===== config.mk =====
export PLATFORM = sky130hd
export DESIGN_NAME = add_jump_sequencer
export DESIGN_NICKNAME = d
export VERILOG_FILES = /design/src/rtl/add_jump_sequencer.sv
export SDC_FILE = /design/constraint.sdc
export NUM_CORES = 1
export LEC_CHECK = 0
export BUFFER_PORTS_ARGS = -buffer_cell sky130_fd_sc_hd__buf_4
export CORE_MARGIN = 8
export CORE_UTILIZATION = 51
export DETAILED_ROUTE_END_ITERATION = 6
export PLACE_DENSITY_LB_ADDON = 0.3
export SLEW_MARGIN = 5
export SYNTH_ARGS = -nofsm -noshare
export SYNTH_HDL_FRONTEND = slang
export SYNTH_SLANG_ARGS = --single-unit

===== constraint.sdc =====
create_clock -name clk -period 2.1 [get_ports clk]
set_input_delay 0.21 -clock clk [delete_from_list [all_inputs] [get_ports clk]]
set_output_delay 0.21 -clock clk [all_outputs]
set_load 0.1 [all_outputs]

===== src/rtl/add_jump_sequencer.sv =====
// add_jump_sequencer
//
// Purpose: sequences a small add/jump processor.  It has two jobs:
//   * Program load.  Words from the host are accepted one at a time and
//     presented to the processor with prog=1, each with a one-cycle advance
//     pulse.  An early ld_last fills the rest of the 16-word store with
//     "add 0" filler words.  The cycle after the final pulse, pc must have
//     wrapped back to 0; otherwise err is raised and stays set until the
//     next start.
//   * Run.  With prog=0 it issues advance pulses, either free-running or one
//     per step_req.  It stops on halt_req, on the cycle budget, or (optional)
//     when a pulse leaves pc unchanged.
//
// Optional feature: define SEQ_SELF_LOOP_DETECT_EN to halt a run with
// cause 3 when pc after a pulse equals pc sampled before it.
//
// Handshake: a load word transfers on a rising clk edge where ld_valid and
// ld_ready are both high.  ld_ready is high only in LOAD.  ld_valid at any
// other time is ignored, and the ld_* fields are sampled only on that edge.
//
// Ports:
//   clk, rst_n           clock, asynchronous active-low reset
//   ld_valid/ld_ready    host load handshake; ld_last marks the final word
//   ld_value/dest/src/add/jump   word fields, registered on handshake
//   start, run           begin a load / a run (start wins if both are high)
//   step_mode, step_req  single-step control while running
//   halt_req             stop a run (a pulse in flight completes first)
//   max_cycles           run budget in pulses, 0 = unlimited
//   prog, value, dest, src, add, jump, advance   to the processor
//   pc                   processor program counter
//   busy, done, err      status flags
//   halt_cause           0 none, 1 budget, 2 halt_req, 3 self-loop
//   state                FSM state encoding
//   cycle_count          run pulses since run start (saturates at 255)
//   load_count           words presented in the current load (0..16)
module add_jump_sequencer (
    input  logic        clk,
    input  logic        rst_n,
    input  logic        ld_valid,
    output logic        ld_ready,
    input  logic        ld_last,
    input  logic [15:0] ld_value,
    input  logic [1:0]  ld_dest,
    input  logic [1:0]  ld_src,
    input  logic        ld_add,
    input  logic        ld_jump,
    input  logic        start,
    input  logic        run,
    input  logic        step_mode,
    input  logic        step_req,
    input  logic        halt_req,
    input  logic [7:0]  max_cycles,
    output logic        prog,
    output logic [15:0] value,
    output logic [1:0]  dest,
    output logic [1:0]  src,
    output logic        add,
    output logic        jump,
    output logic        advance,
    input  logic [3:0]  pc,
    output logic        busy,
    output logic        done,
    output logic        err,
    output logic [1:0]  halt_cause,
    output logic [2:0]  state,
    output logic [7:0]  cycle_count,
    output logic [4:0]  load_count
);

    typedef enum logic [2:0] {
        S_IDLE   = 3'd0,
        S_LOAD   = 3'd1,
        S_LSTRB  = 3'd2,
        S_PAD    = 3'd3,
        S_RUN    = 3'd4,
        S_RSTRB  = 3'd5,
        S_HALTED = 3'd6
    } state_t;

    state_t st;
    logic   last_q;       // ld_last captured with the current word
    logic   chk_pending;  // compare pc with 0 on the next cycle
    logic   halt_pend;    // halt_req seen during a pulse, honoured in RUN
    logic   self_loop;

`ifdef SEQ_SELF_LOOP_DETECT_EN
    logic [3:0] pc_before;
    logic       loop_chk;  // a pulse has completed since RUN entry
    assign self_loop = loop_chk && (pc == pc_before);
`else
    assign self_loop = 1'b0;
`endif

    assign state = st;

    always_ff @(posedge clk or negedge rst_n) begin
        if (!rst_n) begin
            st          <= S_IDLE;
            ld_ready    <= 1'b0;
            prog        <= 1'b0;
            value       <= '0;
            dest        <= '0;
            src         <= '0;
            add         <= 1'b0;
            jump        <= 1'b0;
            advance     <= 1'b0;
            busy        <= 1'b0;
            done        <= 1'b0;
            err         <= 1'b0;
            halt_cause  <= '0;
            cycle_count <= '0;
            load_count  <= '0;
            last_q      <= 1'b0;
            chk_pending <= 1'b0;
            halt_pend   <= 1'b0;
`ifdef SEQ_SELF_LOOP_DETECT_EN
            pc_before   <= '0;
            loop_chk    <= 1'b0;
`endif
        end else begin
            // pc has already moved on from the final load pulse here.  A
            // start in this same cycle clears err again below.
            if (chk_pending) begin
                chk_pending <= 1'b0;
                if (pc != 4'd0) err <= 1'b1;
            end

            case (st)
                S_IDLE, S_HALTED: begin
                    if (start) begin
                        st         <= S_LOAD;
                        ld_ready   <= 1'b1;
                        prog       <= 1'b1;
                        busy       <= 1'b1;
                        load_count <= '0;
                        err        <= 1'b0;
                        done       <= 1'b0;
                        halt_cause <= '0;
                    end else if (run) begin
                        st          <= S_RUN;
                        prog        <= 1'b0;
                        value       <= '0;
                        dest        <= '0;
                        src         <= '0;
                        add         <= 1'b0;
                        jump        <= 1'b0;
                        busy        <= 1'b1;
                        cycle_count <= '0;
                        done        <= 1'b0;
                        halt_cause  <= '0;
                        halt_pend   <= 1'b0;
`ifdef SEQ_SELF_LOOP_DETECT_EN
                        loop_chk    <= 1'b0;
`endif
                    end
                end

                S_LOAD: begin
                    if (ld_valid && ld_ready) begin
                        value      <= ld_value;
                        dest       <= ld_dest;
                        src        <= ld_src;
                        add        <= ld_add;
                        jump       <= ld_jump;
                        last_q     <= ld_last;
                        load_count <= load_count + 5'd1;
                        ld_ready   <= 1'b0;
                        advance    <= 1'b1;
                        st         <= S_LSTRB;
                    end
                end

                S_LSTRB: begin
                    advance <= 1'b0;
                    if (load_count == 5'd16) begin
                        st          <= S_IDLE;
                        prog        <= 1'b0;
                        busy        <= 1'b0;
                        done        <= 1'b1;
                        chk_pending <= 1'b1;
                    end else if (last_q) begin
                        // Filler word: add 0, no jump.
                        st    <= S_PAD;
                        value <= '0;
                        dest  <= '0;
                        src   <= '0;
                        add   <= 1'b1;
                        jump  <= 1'b0;
                    end else begin
                        st       <= S_LOAD;
                        ld_ready <= 1'b1;
                    end
                end

                S_PAD: begin
                    // Alternate low/high so every filler pulse is one cycle
                    // wide with a one-cycle gap.
                    if (advance) begin
                        advance <= 1'b0;
                        if (load_count == 5'd16) begin
                            st          <= S_IDLE;
                            prog        <= 1'b0;
                            busy        <= 1'b0;
                            done        <= 1'b1;
                            chk_pending <= 1'b1;
                        end
                    end else begin
                        advance    <= 1'b1;
                        load_count <= load_count + 5'd1;
                    end
                end

                S_RUN: begin
                    if (halt_req || halt_pend) begin
                        st         <= S_HALTED;
                        busy       <= 1'b0;
                        done       <= 1'b1;
                        halt_cause <= 2'd2;
                    end else if (max_cycles != 8'd0 && cycle_count == max_cycles) begin
                        st         <= S_HALTED;
                        busy       <= 1'b0;
                        done       <= 1'b1;
                        halt_cause <= 2'd1;
                    end else if (self_loop) begin
                        st         <= S_HALTED;
                        busy       <= 1'b0;
                        done       <= 1'b1;
                        halt_cause <= 2'd3;
                    end else if (!step_mode || step_req) begin
                        st      <= S_RSTRB;
                        advance <= 1'b1;
                        if (cycle_count != 8'hff) cycle_count <= cycle_count + 8'd1;
`ifdef SEQ_SELF_LOOP_DETECT_EN
                        pc_before <= pc;
`endif
                    end
                end

                S_RSTRB: begin
                    advance <= 1'b0;
                    st      <= S_RUN;
                    if (halt_req) halt_pend <= 1'b1;
`ifdef SEQ_SELF_LOOP_DETECT_EN
                    loop_chk <= 1'b1;
`endif
                end

                default: begin
                    st       <= S_IDLE;
                    advance  <= 1'b0;
                    ld_ready <= 1'b0;
                    prog     <= 1'b0;
                    busy     <= 1'b0;
                end
            endcase
        end
    end

endmodule


=== Yosys cells after proc, flatten, opt, wreduce, memory -nomap -nowiden ===
Cells that the tools add are included.

* Word-level logic and storage cells: 167
* Output and inout bits: 46
* Bits of input ports: 43
* Bits in registers: 49

* Bitwise operators: 4
* Muxes and demuxes: 87
* Reductions and logical operators: 29
* Equality and inequality tests: 27
* $add $sub $neg: 2

{| class="wikitable"
|+ Operators with widths
! operator !! number
|-
| 2-to-1 mux 16 bit || 5
|-
| 2-to-1 mux 8 bit || 6
|-
| case mux 16 bit (3 select lines) || 1
|-
| 2-to-1 mux 1 bit || 38
|-
| != test 2 bit, second input constant || 15
|-
| 2-to-1 mux 3 bit || 8
|-
| 2-to-1 mux 2 bit || 11
|-
| case mux 3 bit (6 select lines) || 1
|-
| case mux 1 bit (4 select lines) || 4
|-
| case mux 8 bit (2 select lines) || 1
|-
| AND reduction 4 bit || 4
|-
| 2-to-1 mux 5 bit || 3
|-
| case mux 5 bit (3 select lines) || 1
|-
| AND reduction 5 bit || 3
|-
| case mux 2 bit (3 select lines) || 2
|-
| == test 3 bit, second input constant || 3
|-
| adder 8 x 1 -> 8 bit, second input constant || 1
|-
| == test 8 bit || 1
|-
| != test 8 bit, second input constant || 1
|-
| nonzero test 4 bit || 2
|-
| nonzero test 8 bit || 1
|-
| AND reduction 7 bit || 1
|-
| == test 3 x 2 -> 1 bit, second input constant || 2
|-
| != test 3 bit, second input constant || 2
|-
| 20 further kinds || 32
|}

=== Longest topological paths before layout ===
* Word-level depth: 6
* Gate-level depth with buffers: 8

=== Least setup slack after synthesis ===
No wires, ideal clock.

* Path type: register to register
* From: register load_count[0]
* To: register value[13]
* Arrival: 2.497 ns
* Stages on the path, launching flop included: 9
* Required time: 1.957 ns
* Path slack: -0.540 ns
* Path through: dfrtp_1 inv_1 ha_1 and4bb_2 a221oi_1 o221ai_1 buf_2 nand2_1 o21ai_0

* Longest elaborated chain between the ends: 3

{| class="wikitable"
|+ RTL lines
! item !! RTL line !! text
|-
| start: declaration || 67 || <nowiki>output logic [4:0] load_count</nowiki>
|-
| start signal: assignment || 166 || <nowiki>load_count <= load_count + 5'd1;</nowiki>
|-
| start signal: assignment || 209 || <nowiki>load_count <= load_count + 5'd1;</nowiki>
|-
| == test 5 bit || 175 || <nowiki>if (load_count == 5'd16) begin</nowiki>
|-
| != test 2 bit (no line) || -- ||
|-
| AND reduction 6 bit (no line) || -- ||
|-
| end signal: assignment || 160 || <nowiki>value <= ld_value;</nowiki>
|-
| end: declaration || 54 || <nowiki>output logic [15:0] value,</nowiki>
|}

Every way passes these cells.
A chain may end at the register's enable or synchronous reset.

=== Worst setup path after layout ===
* From: register cycle_count[0]
* To: register cycle_count[1]

* Longest elaborated chain between the ends: 6
* Elaborated cells between the ends (all ways): 12

{| class="wikitable"
|+ RTL lines
! item !! RTL line !! text
|-
| start: declaration || 66 || <nowiki>output logic [7:0] cycle_count,</nowiki>
|-
| start signal: assignment || 232 || <nowiki>if (cycle_count != 8'hff) cycle_count <= cycle_count + 8'd1;</nowiki>
|-
| adder 8 x 1 -> 8 bit || 232 ||
|-
| 2-to-1 mux 8 bit || 232 ||
|-
| 2-to-1 mux 8 bit || 229 || <nowiki>end else if (!step_mode || step_req) begin</nowiki>
|-
| 2-to-1 mux 8 bit || 219 || <nowiki>end else if (max_cycles != 8'd0 && cycle_count == max_cycles) begin</nowiki>
|-
| 2-to-1 mux 8 bit || 214 || <nowiki>if (halt_req || halt_pend) begin</nowiki>
|-
| case mux 8 bit (2 select lines) || 128 || <nowiki>case (st)</nowiki>
|}

Parallel ways exist; a longest one is shown, timed or not. The select of a mux whose other input is x is not followed.

==> impl_metrics.csv <==
group,metric,value,unit
sta,finalHoldViolations,0,
sta,slew_viol_final,0,
route,drtIter0Drc,170,
place,io_buffers,88,
die,core_area,0.00514,sq mm
critical_path,path_common_cell,"buf_4",
route,vias,2701,
synthesis,syn_inst,306,
critical_path,crit_path_start,"cycle_count[0]",
finish,stdcell_count,483,
die,die_h,89.4,um
pwr,ir_drop,0.00118,V
clocking,clock-root-buffer,"clkbuf_8",
critical_path,crit_chain,"xor2_1 -> nor4_2 -> nand4_1 -> buf_4 -> a21oi_2 -> buf_4 -> mux2i_1",
route,wire_per_inst,16.7,um
synthesis,async_reset_ff_share,100,%
min_path,hp-class,"in2reg",
finish,area_growth,40.0,%
global_routing,grt_pass1_vias,2611,
sta,fin_skew,0.00611,ns
global_routing,met3_usage,3.03,%
synthesis,synth_seq_cells,49,
clocking,path_clk_slew,0.09,ns
global_routing,gr-total-overflow,0,
critical_path,reg2reg_from,"cycle_count[0]",
die,rows,26,
global_routing,grt.total_usage,20.2,%
critical_path,critPathSlowestCell,"dfrtp_4",
clocking,cts_sinks,49,
clocking,cts_tree,"yes",
synthesis,synthFlopType,"dfrtp_1",
synthesis,syn_avg_cell_area,8.98,sq um
die,die-area,0.00799,sq mm
finish,drive_above_1_share,39.5,%
critical_path,cp_max_fo,11,
route,ant_nets,0,
finish,multi_input_area,0.00148,sq mm
die,chipWidth,89.4,um
critical_path,cp_top_family,"flip-flops",
synthesis,netlist_area,0.00275,sq mm
clocking,clock_latency,0.29,ns
global_routing,top_usage_layer,"met2",
sta,max_freq,493,MHz
global_routing,grt_start_max_net_pins,50,
sta,rsz0062_at_grt,"true",
global_routing,grt_antenna_before_repair,0,
clocking,cts-htree-levels,2,
job,max_cap_viol_count,0,
run_status,outcome,"completed",
global_routing,grt_pass1_wl,12700,um
route,drt-pass1-iter-count,4,
synthesis,ys_types,57,
finish,layout_common_cells,"113 x buf_4, 61 x nand2_1, 31 x dfrtp_1",
sta,layout_min_cycle_time,2.03,ns
global_routing,grtUsageMet2,34.3,%
finish,ff_latch_area,0.00127,sq mm
place,dp_hpwl,6000,um
finish,diodes,0,
die,start_util,53.4,%
route,vias_per_cell,5.59,
min_path,hold_path_startpoint,"ld_last",
sta,slew_headroom,57.6,%
synthesis,syn_nets,352,
synthesis,synth_edf_count,0,
clocking,ctsLongestPathBuffers,2,
synthesis,yosysSeqAreaShare,44.6,%
critical_path,arrival,2.25,ns
sta,setup-violations-final,0,
critical_path,endpoint_kind,"flop",
pwr,p_per_area,1670,mW/mm^2
synthesis,yosysWarnings,0,
sta,post-route-period-util,96.6,%
pwr,leakage,1.75,nW
sta,setup_tns,0,ns
critical_path,cp.required,2.32,ns
route,wirelength,8050,um
route,drt_drc_violations_left,0,
critical_path,critPathKind,"reg2reg",
place,gp_congestion,0.969,
place,placed_cells,471,
critical_path,path_buf_inv,2,
finish,fin_nets,458,
finish,layout_commonest_cell,"buf_4",
finish,fillerInstances,416,
global_routing,grt_util_met1,25.4,%
clocking,cts_buffers,5,
critical_path,cp-start-kind,"flop",
die,ios,89,
critical_path,slowest_delay,0.52,ns
sta,worst_pin_slew,0.636,ns
[worst register-to-register path: stages, from the launching register on]
cell and delay [ns]:
dfrtp_4 0.52, xor2_1 0.18, nor4_2 0.27, nand4_1 0.24
buf_4 0.26, a21oi_2 0.13, buf_4 0.17, mux2i_1 0.18
[cell type report]
class | instances | share of cell area, %
multi-input combinational | 233 | 38.5
sequential | 49 | 32.9
timing repair buffer | 116 | 23.4
tap | 70 | 2.28
clock buffer | 5 | 1.79
inverter | 7 | 0.684
clock inverter | 3 | 0.456
[state kept, by name, indices dropped and copies added (netlist names), 2 cells and up]
signal	count
value	16
cycle_count	8
load_count	5
state	3
dest	2
halt_cause	2
src	2
[metrics by stage]
step                power (W)  worst slack, ns  hold slack, ns  cell area, sq um  utilization [%]
finish                0.00642           0.0720           0.142              3840             74.8
global route          0.00675          -0.0235           0.134              3840             74.8
CTS                   0.00636           0.0164           0.137              3790             73.7
detailed placement    0.00581           0.0145           0.271              3680             71.7
global placement      0.00574           0.0859           0.275              3680             71.7
floorplan             0.00476          0.00481         -0.0856              2820                -
[logic make-up after synthesis]
family,after synthesis,synth area share (%)
flops,49,44.6
simple gates,131,25.0
mux,5,1.96
compound gates,84,20.0
buf+inv,24,3.78
fa+ha+maj,3,1.37
xor+xnor,10,3.19
[power by group]
group	internal, W	switching [W]	total, W
Sequential	0.00126	0.000245	0.00151
Clock	0.000230	0.000307	0.000537
Combinational	0.00124	0.00313	0.00437
Total	0.00274	0.00368	0.00642
[routing by layer]
metal	share of wire, %	wire length, um
met4	1.8	142
met2	49	3950
met1	41	3300
met5	0	0
met3	8.2	657
[path summary, 6_finish.rpt]
kind / end / depth (start not counted) / slack [ns]
worst max-delay path: cycle_count[1] / 7 / 0.07
worst min-delay path: last_q / 2 / 0.14
worst max register to register: cycle_count[1] / 7 / 0.07
worst min register to register: value[1] / 2 / 0.49
max in group asynchronous: load_count[1] / 2 / 1.13
min in group asynchronous: halt_pend / 2 / 0.46
[cell usage after synthesis (3+ instances only)]
cell type / instances / share of area (%)
a221oi_1: 3 / 0.96
nor4_1: 3 / 0.68
nand2b_1: 5 / 1.1
nand3_1: 7 / 1.3
buf_2: 8 / 1.5
o2111ai_1: 3 / 0.96
o21ai_0: 30 / 5.5
nor4b_1: 4 / 1.3
o221ai_1: 3 / 0.96
nand3b_1: 3 / 0.82
clkbuf_1: 8 / 1.1
dfrtp_1: 49 / 45
nor2b_1: 7 / 1.6
a21oi_1: 16 / 2.9
nand2_1: 61 / 8.3
xor2_1: 8 / 2.6
o22a_1: 4 / 1.3
ha_1: 3 / 1.4
nor3b_1: 4 / 1.1
o211ai_1: 3 / 0.82
nor2_1: 17 / 2.3
inv_1: 7 / 0.96
nor3_1: 3 / 0.55
or4_1: 3 / 0.82
[timing repair]
item,in CTS,in global routing
endpoints found under the setup margin,1,10
hold buffers,1,0
endpoints found under the hold margin,49,0
setup buffers,1,2
gates resized for setup,0,8
pin swaps,1,3
Note: power is estimated with default switching activity, not from simulation.
